## src/rtl/reglk_ctrl.sv

```systemverilog
// Register-lock controller: a bank of lock words that can be frozen, with a
// key-protected debug unlock window and a permanent hard lock after repeated bad keys.
module reglk_ctrl #(
    parameter int          NUM_REGS   = 6,
    parameter logic [31:0] UNLOCK_KEY = 32'hA5C3_5A3C,
    parameter int          WIN_CYCLES = 16,
    parameter int          MAX_FAIL   = 3
) (
    input  logic                      clk_i,
    input  logic                      rst_low,
    input  logic                      wr_req_i,
    input  logic [2:0]                wr_addr_i,
    input  logic [31:0]               wr_data_i,
    output logic                      wr_ack_o,
    output logic                      wr_err_o,
    input  logic                      lock_commit_i,
    input  logic                      jtag_unlock_i,
    input  logic [31:0]               jtag_key_i,
    output logic                      jtag_ack_o,
    output logic                      jtag_nack_o,
    output logic [NUM_REGS-1:0][31:0] reglk_mem_o,
    output logic                      locked_o
);

    typedef enum logic [2:0] {
        OPEN,
        LOCKED,
        CHECK,
        WINDOW,
        HARD_LOCK
    } state_t;

    state_t      state, state_nxt;
    logic [7:0]  win_cnt, win_cnt_nxt;
    logic [2:0]  fail_cnt, fail_cnt_nxt;
    logic [31:0] key_q;
    logic        writable, addr_ok, wr_take, wr_ok;
    logic        wr_ack_nxt, wr_err_nxt, jtag_ack_nxt, jtag_nack_nxt;

    assign locked_o = (state == LOCKED) || (state == CHECK) || (state == HARD_LOCK);

    always_comb begin
        writable      = (state == OPEN) || (state == WINDOW);
        // The cycle after a sampled request is its response cycle, so the held request is not re-sampled.
        wr_take       = wr_req_i && !wr_ack_o && !wr_err_o;
        addr_ok       = int'({29'd0, wr_addr_i}) < NUM_REGS;
        wr_ok         = wr_take && writable && addr_ok;
        wr_ack_nxt    = wr_ok;
        wr_err_nxt    = wr_take && !wr_ok;
        state_nxt     = state;
        win_cnt_nxt   = win_cnt;
        fail_cnt_nxt  = fail_cnt;
        jtag_ack_nxt  = 1'b0;
        jtag_nack_nxt = 1'b0;
        case (state)
            OPEN: begin
                jtag_nack_nxt = jtag_unlock_i;
                if (lock_commit_i) state_nxt = LOCKED;
            end
            LOCKED: begin
                if (jtag_unlock_i) state_nxt = CHECK;
            end
            CHECK: begin
                if (key_q == UNLOCK_KEY) begin
                    state_nxt    = WINDOW;
                    jtag_ack_nxt = 1'b1;
                    win_cnt_nxt  = 8'(WIN_CYCLES);
                    fail_cnt_nxt = 3'd0;
                end else begin
                    jtag_nack_nxt = 1'b1;
                    fail_cnt_nxt  = fail_cnt + 3'd1;
                    state_nxt     = (fail_cnt_nxt == 3'(MAX_FAIL)) ? HARD_LOCK : LOCKED;
                end
            end
            WINDOW: begin
                jtag_nack_nxt = jtag_unlock_i;
                if (lock_commit_i || win_cnt == 8'd0) begin
                    state_nxt   = LOCKED;
                    win_cnt_nxt = 8'd0;
                end else begin
                    win_cnt_nxt = win_cnt - 8'd1;
                end
            end
            HARD_LOCK: begin
                jtag_nack_nxt = jtag_unlock_i;
            end
            default: begin
                state_nxt = HARD_LOCK;
            end
        endcase
    end

    always_ff @(posedge clk_i or negedge rst_low) begin
        if (!rst_low) begin
            state       <= OPEN;
            win_cnt     <= 8'd0;
            fail_cnt    <= 3'd0;
            key_q       <= 32'd0;
            wr_ack_o    <= 1'b0;
            wr_err_o    <= 1'b0;
            jtag_ack_o  <= 1'b0;
            jtag_nack_o <= 1'b0;
        end else begin
            state       <= state_nxt;
            win_cnt     <= win_cnt_nxt;
            fail_cnt    <= fail_cnt_nxt;
            wr_ack_o    <= wr_ack_nxt;
            wr_err_o    <= wr_err_nxt;
            jtag_ack_o  <= jtag_ack_nxt;
            jtag_nack_o <= jtag_nack_nxt;
            if (state == LOCKED && jtag_unlock_i) key_q <= jtag_key_i;
        end
    end

    // Words only change through an accepted write, so they stay frozen outside OPEN and WINDOW.
    always_ff @(posedge clk_i or negedge rst_low) begin
        if (!rst_low) begin
            reglk_mem_o <= '0;
        end else begin
            for (int i = 0; i < NUM_REGS; i++) begin
                if (wr_ok && wr_addr_i == 3'(i)) reglk_mem_o[i] <= wr_data_i;
            end
        end
    end

endmodule

```

## config.mk

```make
export PLATFORM = sky130hd
export DESIGN_NAME = reglk_ctrl
export DESIGN_NICKNAME = d
export VERILOG_FILES = /design/src/rtl/reglk_ctrl.sv
export SDC_FILE = /design/constraint.sdc
export NUM_CORES = 1
export LEC_CHECK = 0
export CAP_MARGIN = 40
export CORE_MARGIN = 5
export CORE_UTILIZATION = 48
export DETAILED_ROUTE_END_ITERATION = 10
export HOLD_SLACK_MARGIN = 0.03
export PLACE_DENSITY = 0.91
export SLEW_MARGIN = 5
export SYNTH_ARGS = -nofsm -noshare
export SYNTH_HDL_FRONTEND = slang
export SYNTH_SLANG_ARGS = --single-unit
```

## constraint.sdc

```tcl
create_clock -name clk_i -period 3.2 [get_ports clk_i]
set_input_delay 0.8 -clock clk_i [delete_from_list [all_inputs] [get_ports clk_i]]
set_output_delay 0.8 -clock clk_i [all_outputs]
set_load 0.03 [all_outputs]
```

Word level (Yosys, flattened, before mapping)
Index checks and enable logic that the tools add are counted.
Operators by class
  bitwise logic cells: 1
  eq/ne operators: 15
  magnitude comparators: 1
  reductions and logical operators: 26
  $add $sub $neg: 2
  mux-type cells: 14
Operator list (number)
  $eq 32x32->1 const B: 1
  $mux 3: 6
  $mux 8: 2
  $pmux 8 s2: 1
  $eq 3x2->1 const B: 5
  $pmux 3 s5: 1
  $logic_and 1x1->1: 12
  $eq 3x3->1 const B: 3
  $logic_not 8->1: 1
  $sub 8x1->8 const B: 1
  $eq 3x1->1 const B: 2
  $logic_not 3->1: 2
  $logic_or 1x1->1: 4
  $ne 2x1->1 const B: 2
  $ne 2x2->1 const B: 2
  $reduce_and 4->1: 1
  $add 3x1->3 const B: 1
  $logic_not 1->1: 3
  $lt 3x3->1 const B: 1
  $mux 1: 3
  $reduce_or 3->1: 1
  $pmux 1 s2: 1
  $reduce_and 2->1: 1
  $reduce_bool 2->1: 1
  $not 1->1: 1
Word-level totals
  register bits after elaboration: 242
  bits of input ports: 72
  output and inout port bits: 197
  word-level logic and storage cells: 73

Longest topological paths before layout
  word-level depth: 7
  mapped depth: 7

Least setup slack after synthesis
Ideal clock, no wire load.
  kind: input -> register
  start: input port wr_req_i
  end: register reglk_mem_o[32] (netlist bit)
  stages on the path: 6
  arrival: 2617 ps
  setup slack: 458 ps
  buffers on the path: 2
  data required time: 3075 ps
  cells stage by stage: or3b_4 -> or4_1 -> buf_2 -> nor3b_4 -> buf_6 -> mux2_4
On the way
  cells in the longest elaborated chain, start to end: 5
Ends and longest elaborated chain
  from (decl): line 11  | input logic wr_req_i,
  $logic_and 1x1->1 (2 in a row): line 45  | wr_take = wr_req_i && !wr_ack_o && !wr_err_o;
  $logic_and 1x1->1 (2 in a row): line 47  | wr_ok = wr_take && writable && addr_ok;
  $logic_and 1x1->1: line 121  | if (wr_ok && wr_addr_i == 3'(i)) reglk_mem_o[i] <= wr_data_i;
  to (signal, indexed assignment): line 121
  to (decl): line 21  | output logic [NUM_REGS-1:0][31:0] reglk_mem_o,
Every way passes these cells.
A chain may end at the register's enable or synchronous reset.

Worst setup path after layout
  start: register state[0]
  end: output port locked_o
On the way
  cells in the longest elaborated chain, start to end: 3
  elaborated cells on any way between the ends: 5
Ends and longest elaborated chain
  from (decl): line 33  | state_t state, state_nxt;
  from (signal assigned): line 104  | state <= state_nxt;
  $eq 3x1->1 or $eq 3x2->1 (tied branches): line 40  | assign locked_o = (state == LOCKED) || (state == CHECK) || (state == HARD_LOCK);
  $logic_or 1x1->1: line 40
  $logic_or 1x1->1 *: line 40
  to (decl): line 22  | output logic locked_o
Mark *: on every way between the ends. The rest lies on a longest branch, timed or not.

==> summary.txt <==
Clocking
  – Clock-pin transition on the worst setup and hold timing paths: 0.06 ns
  – Number of buffers inserted by hold repair at cts: 0
  – Clock Tree Buf Depth: 3
  – Clock network latency to the later pin of the worst-skew pair: 0.51 ns
  – Buffers inserted during post-CTS setup optimization: 0
  – Number of sinks handled by clock tree synthesis: 242
  – Clock H-tree levels: 1
  – TritonCTS clock tree: done
  – Number of gates resized after cts: 0
  – Number of buffers created by CTS: 24
  – Cell at the root of the clock tree: sky130_fd_sc_hd__clkbuf_16

STA
  – Final cycle utilization of the critical path: 91.0%
  – Unrepaired setup endpoints after global routing: no
  – Slew at the pin closest to its max-slew limit: 0.632 ns
  – Final worst-path setup slack: 0.289 ns
  – Final slew viol count: 0
  – Final clock skew: 0.0107 ns
  – Max Clk Rate: 344 MHz
  – Final hold viol count: 0
  – Headroom to the max-slew limit: 57.6%
  – Number of endpoints failing setup at the final stage: 0
  – Time the worst path needs with I/O delays and setup: 2.91 ns

GRT
  – GRT overflow: 0
  – Via count of the first global-routing pass: 6,740
  – Pin count of the biggest net entering global routing: 73
  – Antenna violations before repair: 0
  – Total routing usage reported by global routing: 21.2%
  – First-pass GRT wire length: 38,100 um

Power
  – Internal Dissipation: 9.72 mW
  – Sequential fraction of design power: 34.5%
  – Sw Share: 38.3%
  – Max VDD drop: 724 uV
  – Ratio of total power to cell area: 1170 nW/um2
  – Leakage power figure: 5.88 nW
  – Net Switching: 6.03 mW
  – Clock network power share: 18.1%
  – Share of total power in combinational logic: 47.4%

Drt
  – DRT Pass-1 Iters: 4
  – Remaining design rule violation count: 0
  – Residual antenna-violating net count after detailed routing: 0
  – Drt initial violations: 243
  – Routed Wire Length: 24,200 um
  – Mean number of vias per cell: 5.24
  – Via count of the routed design: 6,145
  – Routed WL per cell: 20.7 um

Placed design
  – Post-placement worst setup slack: -0.132 ns
  – Placed cells: 1,133
  – Port-buffer cells: 268
  – Routability-driven placement congestion ratio: 0.799
  – HPWL after detailed placement: 16,900 um

Layout
  – Final Instance Count excl. Fillers: 1,173
  – Final layout net count: 970
  – Core Util, Final: 69.0%
  – Area of the multi-input gates: 3300 um2
  – # fillers: 1,291
  – Storage cell area: 6060 um2
  – Final antenna diode count: 0
  – Relative area change from synthesis to final layout: 41.3%
  – Proportion of layout cells with a drive suffix above 1: 30.7%

Run status
  – Outcome: finished clean

Setup path
  – Maximum fanout encountered on the critical timing path: 11
  – CP Data Required Time: 2.40 ns
  – Kind of critical path: flip-flop to output pin
  – Setup crit start kind: flip-flop
  – Data arrival time of the worst path: 2.11 ns
  – Critical Path End Type: output pin

Die
  – Number of rows created at floorplan: 51
  – I/O pin count: 269
  – Initial core utilization: 48.9%
  – Die X-Extent: 151 um
  – Y dimension of the die: 151 um
  – Core area: 19,500 um2
  – Die ar.: 22,800 um2

Logic synthesis
  – Post-synthesis instance area: 9540 um2
  – Avg Inst Size Synth: 15.7 um2
  – Sequential element share of the synthesized area: 63.5%
  – Synth warn: 0
  – Share of flip-flops with an asynchronous set or reset: 100%
  – Number of enable-type register cells in the synthesized netlist: 0
  – Flip-flop and latch count after synthesis: 242
  – Predominant post-synthesis flop cell: sky130_fd_sc_hd__dfrtp_1
  – Total nets after synthesis: 683
  – Netlist cell types: 49
  – Synth Instances: 607

Min path
  – Worst min-delay path class: primary input to asynchronous set/reset pin

Job
  – Number of violations of the max-capacitance limit: 0
-- power groups by stage --
| stage | Clock [mW] | Sequential [mW] | Combinational (mW) |
|---|---|---|---|
| after floorplan | 0 | 7.64 | 1.94 |
| after global placement | 0 | 5.36 | 7.30 |
| after detailed placement | 0 | 5.45 | 7.49 |
| after CTS | 2.93 | 5.43 | 7.54 |
| after global routing | 3.06 | 5.62 | 7.85 |
| final | 2.86 | 5.43 | 7.46 |
-- routing by layer --
layer	vias to the layer above	GRT usage, %	share of wire [%]
li1	2771	-	-
met1	3106	26.7	40
met2	227	36.6	49
met3	41	5.77	8.3
met4	0	5.39	2.5
met5	-	0	0
-- Yosys cell counts, types with 3 or more instances --
cell type,number,area (um2)
sky130_fd_sc_hd__dfrtp_1,242,6060
sky130_fd_sc_hd__mux2_2,208,2340
sky130_fd_sc_hd__nor2_1,14,52.6
sky130_fd_sc_hd__nand2_1,11,41.3
sky130_fd_sc_hd__clkbuf_1,10,37.5
sky130_fd_sc_hd__mux2_4,10,150
sky130_fd_sc_hd__inv_1,9,33.8
sky130_fd_sc_hd__a21oi_1,8,40.0
sky130_fd_sc_hd__a31oi_1,8,50.1
sky130_fd_sc_hd__o21ai_0,7,35.0
sky130_fd_sc_hd__buf_4,6,45.0
sky130_fd_sc_hd__buf_6,6,67.6
sky130_fd_sc_hd__mux2_1,6,67.6
sky130_fd_sc_hd__ha_1,4,50.1
sky130_fd_sc_hd__nand2b_1,4,25.0
sky130_fd_sc_hd__nor3_1,4,20.0
sky130_fd_sc_hd__nor4bb_1,4,40.0
sky130_fd_sc_hd__nor4b_1,3,26.3
sky130_fd_sc_hd__o21a_1,3,22.5
-- cell families after synthesis --
group,Yosys count,share of synthesized area [%]
flops,242,63.5
mux,224,26.8
simple gates,61,4.21
compound gates,40,2.70
buf+inv,34,2.06
fa+ha+maj,4,0.525
xor+xnor,2,0.184
-- per-stage QoR --
step	total power, mW	TNS [ns]	hold slack [ns]	cell area [um2]
2_1_floorplan	9.59	0	0.472	9540
3_3_place_gp	12.7	-2.65	0.467	12700
3_5_place_dp	12.9	-5.30	0.478	12700
4_1_cts	15.9	0	0.214	13500
5_1_grt	16.5	0	0.237	13500
6_report	15.8	0	0.214	13500
-- layout by cell type (no fill, tap or decap), drive strengths merged, types with 4 or more instances in the layout --
cell | Yosys | layout
nor2 | 15 | 15
nor3 | 5 | 5
nand2b | 4 | 4
nor4bb | 4 | 4
buf | 15 | 19
ha | 4 | 4
clkdlybuf4s50 | 0 | 267
a31oi | 8 | 8
nor3b | 4 | 4
inv | 9 | 9
dfrtp | 242 | 242
clkbuf | 10 | 35
mux2 | 224 | 224
a21oi | 8 | 8
o21ai | 8 | 8
nand2 | 11 | 11
-- worst paths after layout --
kind | end | slack [ns] | from | cells past startpoint
worst min register to register | reglk_mem_o[164] | 0.49 | reglk_mem_o[164] | 1
min in group clk_i | reglk_mem_o[164] | 0.49 | reglk_mem_o[164] | 1
worst min-delay path | reglk_mem_o[71] | 0.21 | rst_low | 1
worst max register to register | reglk_mem_o[55] | 0.77 | wr_ack_o | 6
worst max-delay path | locked_o | 0.29 | state[0] | 3
max in group asynchronous | key_q[20] | 2.20 | rst_low | 2
-- registers in the layout (all words and copies together), names as in the netlist --
signal / cells
win_cnt: 8
reglk_mem_o: 192
state: 3
key_q: 32
fail_cnt: 3
wr_err_o: 1
jtag_ack_o: 1
wr_ack_o: 1
jtag_nack_o: 1
-- area by class of cell --
type / count / area share, %
tap: 265 / 2.46
timing repair buffer: 286 / 21.9
clock inverter: 5 / 0.826
inverter: 9 / 0.251
sequential: 242 / 44.9
clock buffer: 35 / 5.14
multi-input combinational: 331 / 24.5
-- worst max-delay path, stage by stage (launching register included) --
cell and delay [ns]:
sky130_fd_sc_hd__dfrtp_1 0.52, sky130_fd_sc_hd__xor2_1 0.27, sky130_fd_sc_hd__o21a_1 0.15, sky130_fd_sc_hd__clkdlybuf4s50_1 0.67
Note: power is estimated with default switching activity, not from simulation.
